==> src/rtl/acia_rx_feeder.sv <==
// Byte FIFO feeding an 8N1 serialiser that drives the ACIA rx line at one of two bit rates.
// Optional ACIA_RX_FEEDER_GAP_EN adds one extra idle bit time after every stop bit.
module acia_rx_feeder #(
  parameter int DEPTH_LOG2    = 4,
  parameter int BIT_CLKS_SLOW = 4096,
  parameter int BIT_CLKS_FAST = 1024
) (
  input  logic                  clk,
  input  logic                  reset,
  input  logic                  rate_sel,
  input  logic [7:0]            din,
  input  logic                  din_strobe,
  input  logic                  ovf_clr,
  output logic                  tx,
  output logic                  busy,
  output logic                  empty,
  output logic                  full,
  output logic [DEPTH_LOG2:0]   level,
  output logic                  overflow
);

  localparam int DEPTH    = 1 << DEPTH_LOG2;
  localparam int BIT_MAX  = (BIT_CLKS_SLOW > BIT_CLKS_FAST) ? BIT_CLKS_SLOW : BIT_CLKS_FAST;
  localparam int TW       = (BIT_MAX > 1) ? $clog2(BIT_MAX) : 1;
  localparam logic [TW-1:0] LOAD_SLOW = TW'(BIT_CLKS_SLOW - 1);
  localparam logic [TW-1:0] LOAD_FAST = TW'(BIT_CLKS_FAST - 1);

`ifdef ACIA_RX_FEEDER_GAP_EN
  typedef enum logic [2:0] {IDLE, START, DATA, STOP, GAP} state_t;
`else
  typedef enum logic [2:0] {IDLE, START, DATA, STOP} state_t;
`endif

  state_t                state;
  logic [7:0]            mem [DEPTH];
  logic [DEPTH_LOG2-1:0] wr_ptr;
  logic [DEPTH_LOG2-1:0] rd_ptr;
  logic [DEPTH_LOG2:0]   level_next;
  logic                  wr_en;
  logic                  rd_en;
  logic [7:0]            shift;
  logic [2:0]            bit_idx;
  logic [TW-1:0]         timer;
  logic [TW-1:0]         reload;
  logic                  rate_q;

  // full is a register, so a strobe in the same cycle as a pop from a full FIFO is still dropped.
  assign wr_en      = din_strobe & ~full;
  assign rd_en      = (state == IDLE) & ~empty;
  assign level_next = level + (DEPTH_LOG2 + 1)'(wr_en) - (DEPTH_LOG2 + 1)'(rd_en);
  assign reload     = rate_q ? LOAD_FAST : LOAD_SLOW;

  always_ff @(posedge clk) begin
    if (wr_en) mem[wr_ptr] <= din;
  end

  always_ff @(posedge clk) begin
    if (reset) begin
      wr_ptr   <= '0;
      rd_ptr   <= '0;
      level    <= '0;
      empty    <= 1'b1;
      full     <= 1'b0;
      overflow <= 1'b0;
    end else begin
      if (wr_en) wr_ptr <= wr_ptr + DEPTH_LOG2'(1);
      if (rd_en) rd_ptr <= rd_ptr + DEPTH_LOG2'(1);
      level <= level_next;
      empty <= (level_next == '0);
      full  <= (level_next == (DEPTH_LOG2 + 1)'(DEPTH));
      // A dropped write wins over a clear in the same cycle.
      if (din_strobe && full) overflow <= 1'b1;
      else if (ovf_clr)       overflow <= 1'b0;
    end
  end

  always_ff @(posedge clk) begin
    if (reset) begin
      state   <= IDLE;
      tx      <= 1'b1;
      busy    <= 1'b0;
      shift   <= '0;
      bit_idx <= '0;
      timer   <= '0;
      rate_q  <= 1'b0;
    end else begin
      case (state)
        IDLE: begin
          if (!empty) begin
            shift  <= mem[rd_ptr];
            rate_q <= rate_sel;
            timer  <= rate_sel ? LOAD_FAST : LOAD_SLOW;
            tx     <= 1'b0;
            busy   <= 1'b1;
            state  <= START;
          end
        end
        START: begin
          if (timer == '0) begin
            timer   <= reload;
            tx      <= shift[0];
            bit_idx <= '0;
            state   <= DATA;
          end else begin
            timer <= timer - TW'(1);
          end
        end
        DATA: begin
          if (timer == '0) begin
            timer <= reload;
            if (bit_idx == 3'd7) begin
              tx    <= 1'b1;
              state <= STOP;
            end else begin
              shift   <= shift >> 1;
              tx      <= shift[1];
              bit_idx <= bit_idx + 3'd1;
            end
          end else begin
            timer <= timer - TW'(1);
          end
        end
        STOP: begin
          if (timer == '0) begin
`ifdef ACIA_RX_FEEDER_GAP_EN
            timer <= reload;
            state <= GAP;
`else
            busy  <= 1'b0;
            state <= IDLE;
`endif
          end else begin
            timer <= timer - TW'(1);
          end
        end
`ifdef ACIA_RX_FEEDER_GAP_EN
        GAP: begin
          if (timer == '0) begin
            busy  <= 1'b0;
            state <= IDLE;
          end else begin
            timer <= timer - TW'(1);
          end
        end
`endif
        default: begin
          tx    <= 1'b1;
          busy  <= 1'b0;
          state <= IDLE;
        end
      endcase
    end
  end

endmodule

==> config.mk <==
export PLATFORM = sky130hd
export DESIGN_NAME = acia_rx_feeder
export DESIGN_NICKNAME = d
export VERILOG_FILES = /design/src/rtl/acia_rx_feeder.sv
export SDC_FILE = /design/constraint.sdc
export NUM_CORES = 1
export LEC_CHECK = 0
export BUFFER_PORTS_ARGS = -buffer_cell sky130_fd_sc_hd__buf_2
export CAP_MARGIN = 0
export CORE_MARGIN = 2
export CORE_UTILIZATION = 60
export DETAILED_ROUTE_END_ITERATION = 10
export PLACE_DENSITY = 0.78
export SYNTH_ARGS = -nofsm -noshare
export SYNTH_HDL_FRONTEND = slang
export SYNTH_SLANG_ARGS = --single-unit
==> constraint.sdc <==
create_clock -name clk -period 5.4 [get_ports clk]
set_clock_uncertainty 0.2 [all_clocks]
set_input_delay 0 -clock clk [delete_from_list [all_inputs] [get_ports clk]]
set_output_delay 0 -clock clk [all_outputs]
set_load 0.01 [all_outputs]
==> results.sh <==
export IMPL_syn_nets=563
export IMPL_r2r_cells=10
export IMPL_crit_type="reg -> reg"
export IMPL_drive_gt1_share_pct=17.1
export IMPL_die_w_microns=115
export IMPL_drc_errors=0
export IMPL_crit_path_end_kind="flop"
export IMPL_clock_sinks=176
export IMPL_min_path_cells=4
export IMPL_n_antenna_cell=0
export IMPL_die_y_microns=115
export IMPL_gp_congestion=0.814
export IMPL_synth_common_cells="edfxtp_1 (128), nor2_1 (59), dfxtp_1 (48)"
export IMPL_dr_pass1_iters=5
export IMPL_drt_iter0_drc=432
export IMPL_grt_usage_pct=23.7
export IMPL_async_reset_ff_share_pct=0
export IMPL_layout_setup_ws_ps=2470
export IMPL_yosysTopAreaCell="edfxtp_1"
export IMPL_cts_hold_buf=13
export IMPL_timing_setup_tns_ps=0
export IMPL_fillCellCount=815
export IMPL_timing_final_crit_period_ps=2930
export IMPL_hold_violations=0
export IMPL_clk_pin_slew_ps=70
export IMPL_tightest_slew_ps=1120
export IMPL_syn_mean_instance_area_sq_um=14.0
export IMPL_antenna_found_initial=0
export IMPL_via_per_inst=6.03
export IMPL_wirelength_mm=14.6
export IMPL_p_per_area_nw_per_um2=494
export IMPL_finalNetCount=597
export IMPL_r2r_end="full"
export IMPL_core_area_sq_um=12100
export IMPL_switching_share_pct=33.4
export IMPL_ios=23
export IMPL_ant_nets=0
export IMPL_synth_area_leaders="edfxtp_1 (52%), dfxtp_1 (13%), mux4_2 (9.4%), ha_1 (3.0%), nor2_1 (3.0%)"
export IMPL_pwr_share_seq_pct=41.5
export IMPL_crit_fanout=10
export IMPL_cts_resized=0
export IMPL_power_internal_mw=2.77
export IMPL_syn_cell_area_sq_um=7450
export IMPL_cts_root_buf="clkbuf_16"
export IMPL_synth_top_cell_area_share_pct=51.6
export IMPL_hold_class="in -> reg"
export IMPL_dp_slack_ps=2490
export IMPL_dp_hpwl_mm=9.06
export IMPL_max_slew_margin_pct=25.5
export IMPL_reg2reg_slack_ps=2470
export IMPL_maxCapViolCount=0
export IMPL_power_leakage_nw=2.83
export IMPL_cts_tree="done"
export IMPL_yosys_cell_types_count=53
export IMPL_min_period_over_period_pct=54.2
export IMPL_holdPathEnd="rate_q"
export IMPL_multiInputGateArea_sq_um=2480
export IMPL_vdd_drop_max_mv=0.324
export IMPL_die_area_sq_um=13300
export IMPL_status="finished, final reports clean"
export IMPL_synth_most_common_cell="edfxtp_1"
export IMPL_max_freq_mhz=341
export IMPL_min_from="rate_sel"
export IMPL_worstSkewPairLatency_ps=420
export IMPL_rows=40
export IMPL_crit_required_ps=5510
export IMPL_cts_buffers=17
export IMPL_ys_ff_latch=176
export IMPL_htreeDepth=4
export IMPL_slew_violations=0
export IMPL_comb_power_share_pct=29.8
export IMPL_overflow=0
export IMPL_vias=4499
export IMPL_crit_arrival_ps=3040
export IMPL_rsz0062_at_grt="no"
export IMPL_start_util_pct=61.7
export IMPL_io_buffers=22
export IMPL_setup_violations=0
export IMPL_wl_per_cell_microns=19.6
export IMPL_synthCells=531
export IMPL_ys_flop_type="edfxtp_1"
export IMPL_reg2reg_from="full"
export IMPL_seqCellArea_sq_um=4800
export IMPL_grt_pass1_vias=4526
export IMPL_clockBufferDepth=2
export IMPL_yosysWarnings=0
export IMPL_grt_pass1_wl_mm=23.3
export IMPL_synth_edf_count=128
export IMPL_startpoint_type="flop"
export IMPL_p_clk_share_pct=28.7
export IMPL_power_switching_mw=1.39
export IMPL_utilization_pct=69.7
export IMPL_cts_setup_buffers=0
export IMPL_syn_to_final_growth_pct=12.9
export IMPL_grt_max_degree=47
export IMPL_yosysSeqAreaShare_pct=64.5
[flip-flops by register name (all words and copies together) (netlist names), named ones only]
register	count
bit_idx	3
busy	1
empty	1
full	1
level	5
mem	128
overflow	1
rate_q	1
rd_ptr	4
shift	8
state	2
timer	12
tx	1
wr_ptr	4
[metal layers]
layer	part of all wire (%)	global-route usage [%]
met3	4.8	5.28
met1	43	31.3
met2	50	39.3
met4	1.8	8.76
met5	0	0
[power by group through the flow]
stage	logic (mW)	registers [mW]	clock network [mW]
floorplan	0.956	1.73	0
global placement	1.17	1.74	0
detailed placement	1.22	1.75	0
CTS	1.23	1.72	1.20
global route	1.37	1.74	1.26
finish	1.24	1.72	1.19
[worst max path at each step]
stage | cells past startpoint | from | endpoint
after global routing | 10 | full | full
after floorplan | 12 | state[0] | full
after global placement | 10 | full | full
after detailed placement | 10 | full | full
final | 10 | full | full
after CTS | 10 | full | full
[cells by family (layout without fill, tap and decap cells)]
logic type | after synthesis | in the layout | synth area share, %
AOI/OAI and AO/OA | 85 | 85 | 7.53
xor gates and xnor gates | 12 | 12 | 1.41
and+or+nand+nor | 161 | 161 | 10.7
buffers and inverters | 40 | 87 | 2.23
adders and majority gates | 19 | 19 | 3.29
DFF | 176 | 176 | 64.5
muxes | 38 | 38 | 10.3
[critical path, stage by stage (launching register included)]
cell and delay, ps:
dfxtp_1 320, nor2b_1 550, nand2b_1 260, nand2_1 80, ha_1 220, fa_1 420, a21o_1 200, a21oi_1 170
xnor2_1 150, nor2_1 80, and2_1 180
[layout by cell type (no fill, tap or decap), drive strengths merged, types with 8 or more instances in the layout]
master	Yosys	layout
a21oi	18	18
buf	15	28
clkbuf	11	17
dfxtp	48	48
dlygate4sd3	0	13
edfxtp	128	128
ha	18	18
inv	14	21
mux4	31	31
nand2	31	31
nand2b	12	12
nor2	59	59
nor2b	8	8
nor3	19	19
nor4	11	11
o21ai	20	20
o22ai	13	13
[area by class of cell]
cell class                      instances  share of cell area [%]
Clock buffer                           17                    5.06
Clock inverter                         15                    1.80
Inverter                               14                   0.625
Multi-Input combinational cell        315                    29.5
Sequential cell                       176                    57.2
Tap cell                              168                    2.50
Timing Repair Buffer                   41                    3.39
[metrics by stage]
stage / area, sq um / std cells / total power, mW / hold WS (ps)
final: 8410 / 746 / 4.15 / 208
after global routing: 8410 / 746 / 4.37 / 218
after CTS: 8410 / 746 / 4.16 / 205
after detailed placement: 7700 / 701 / 2.96 / 84.0
after global placement: 7700 / 701 / 2.91 / 78.1
after floorplan: 7450 / 531 / 2.69 / -101
Note: power is estimated with default switching activity, not from simulation.
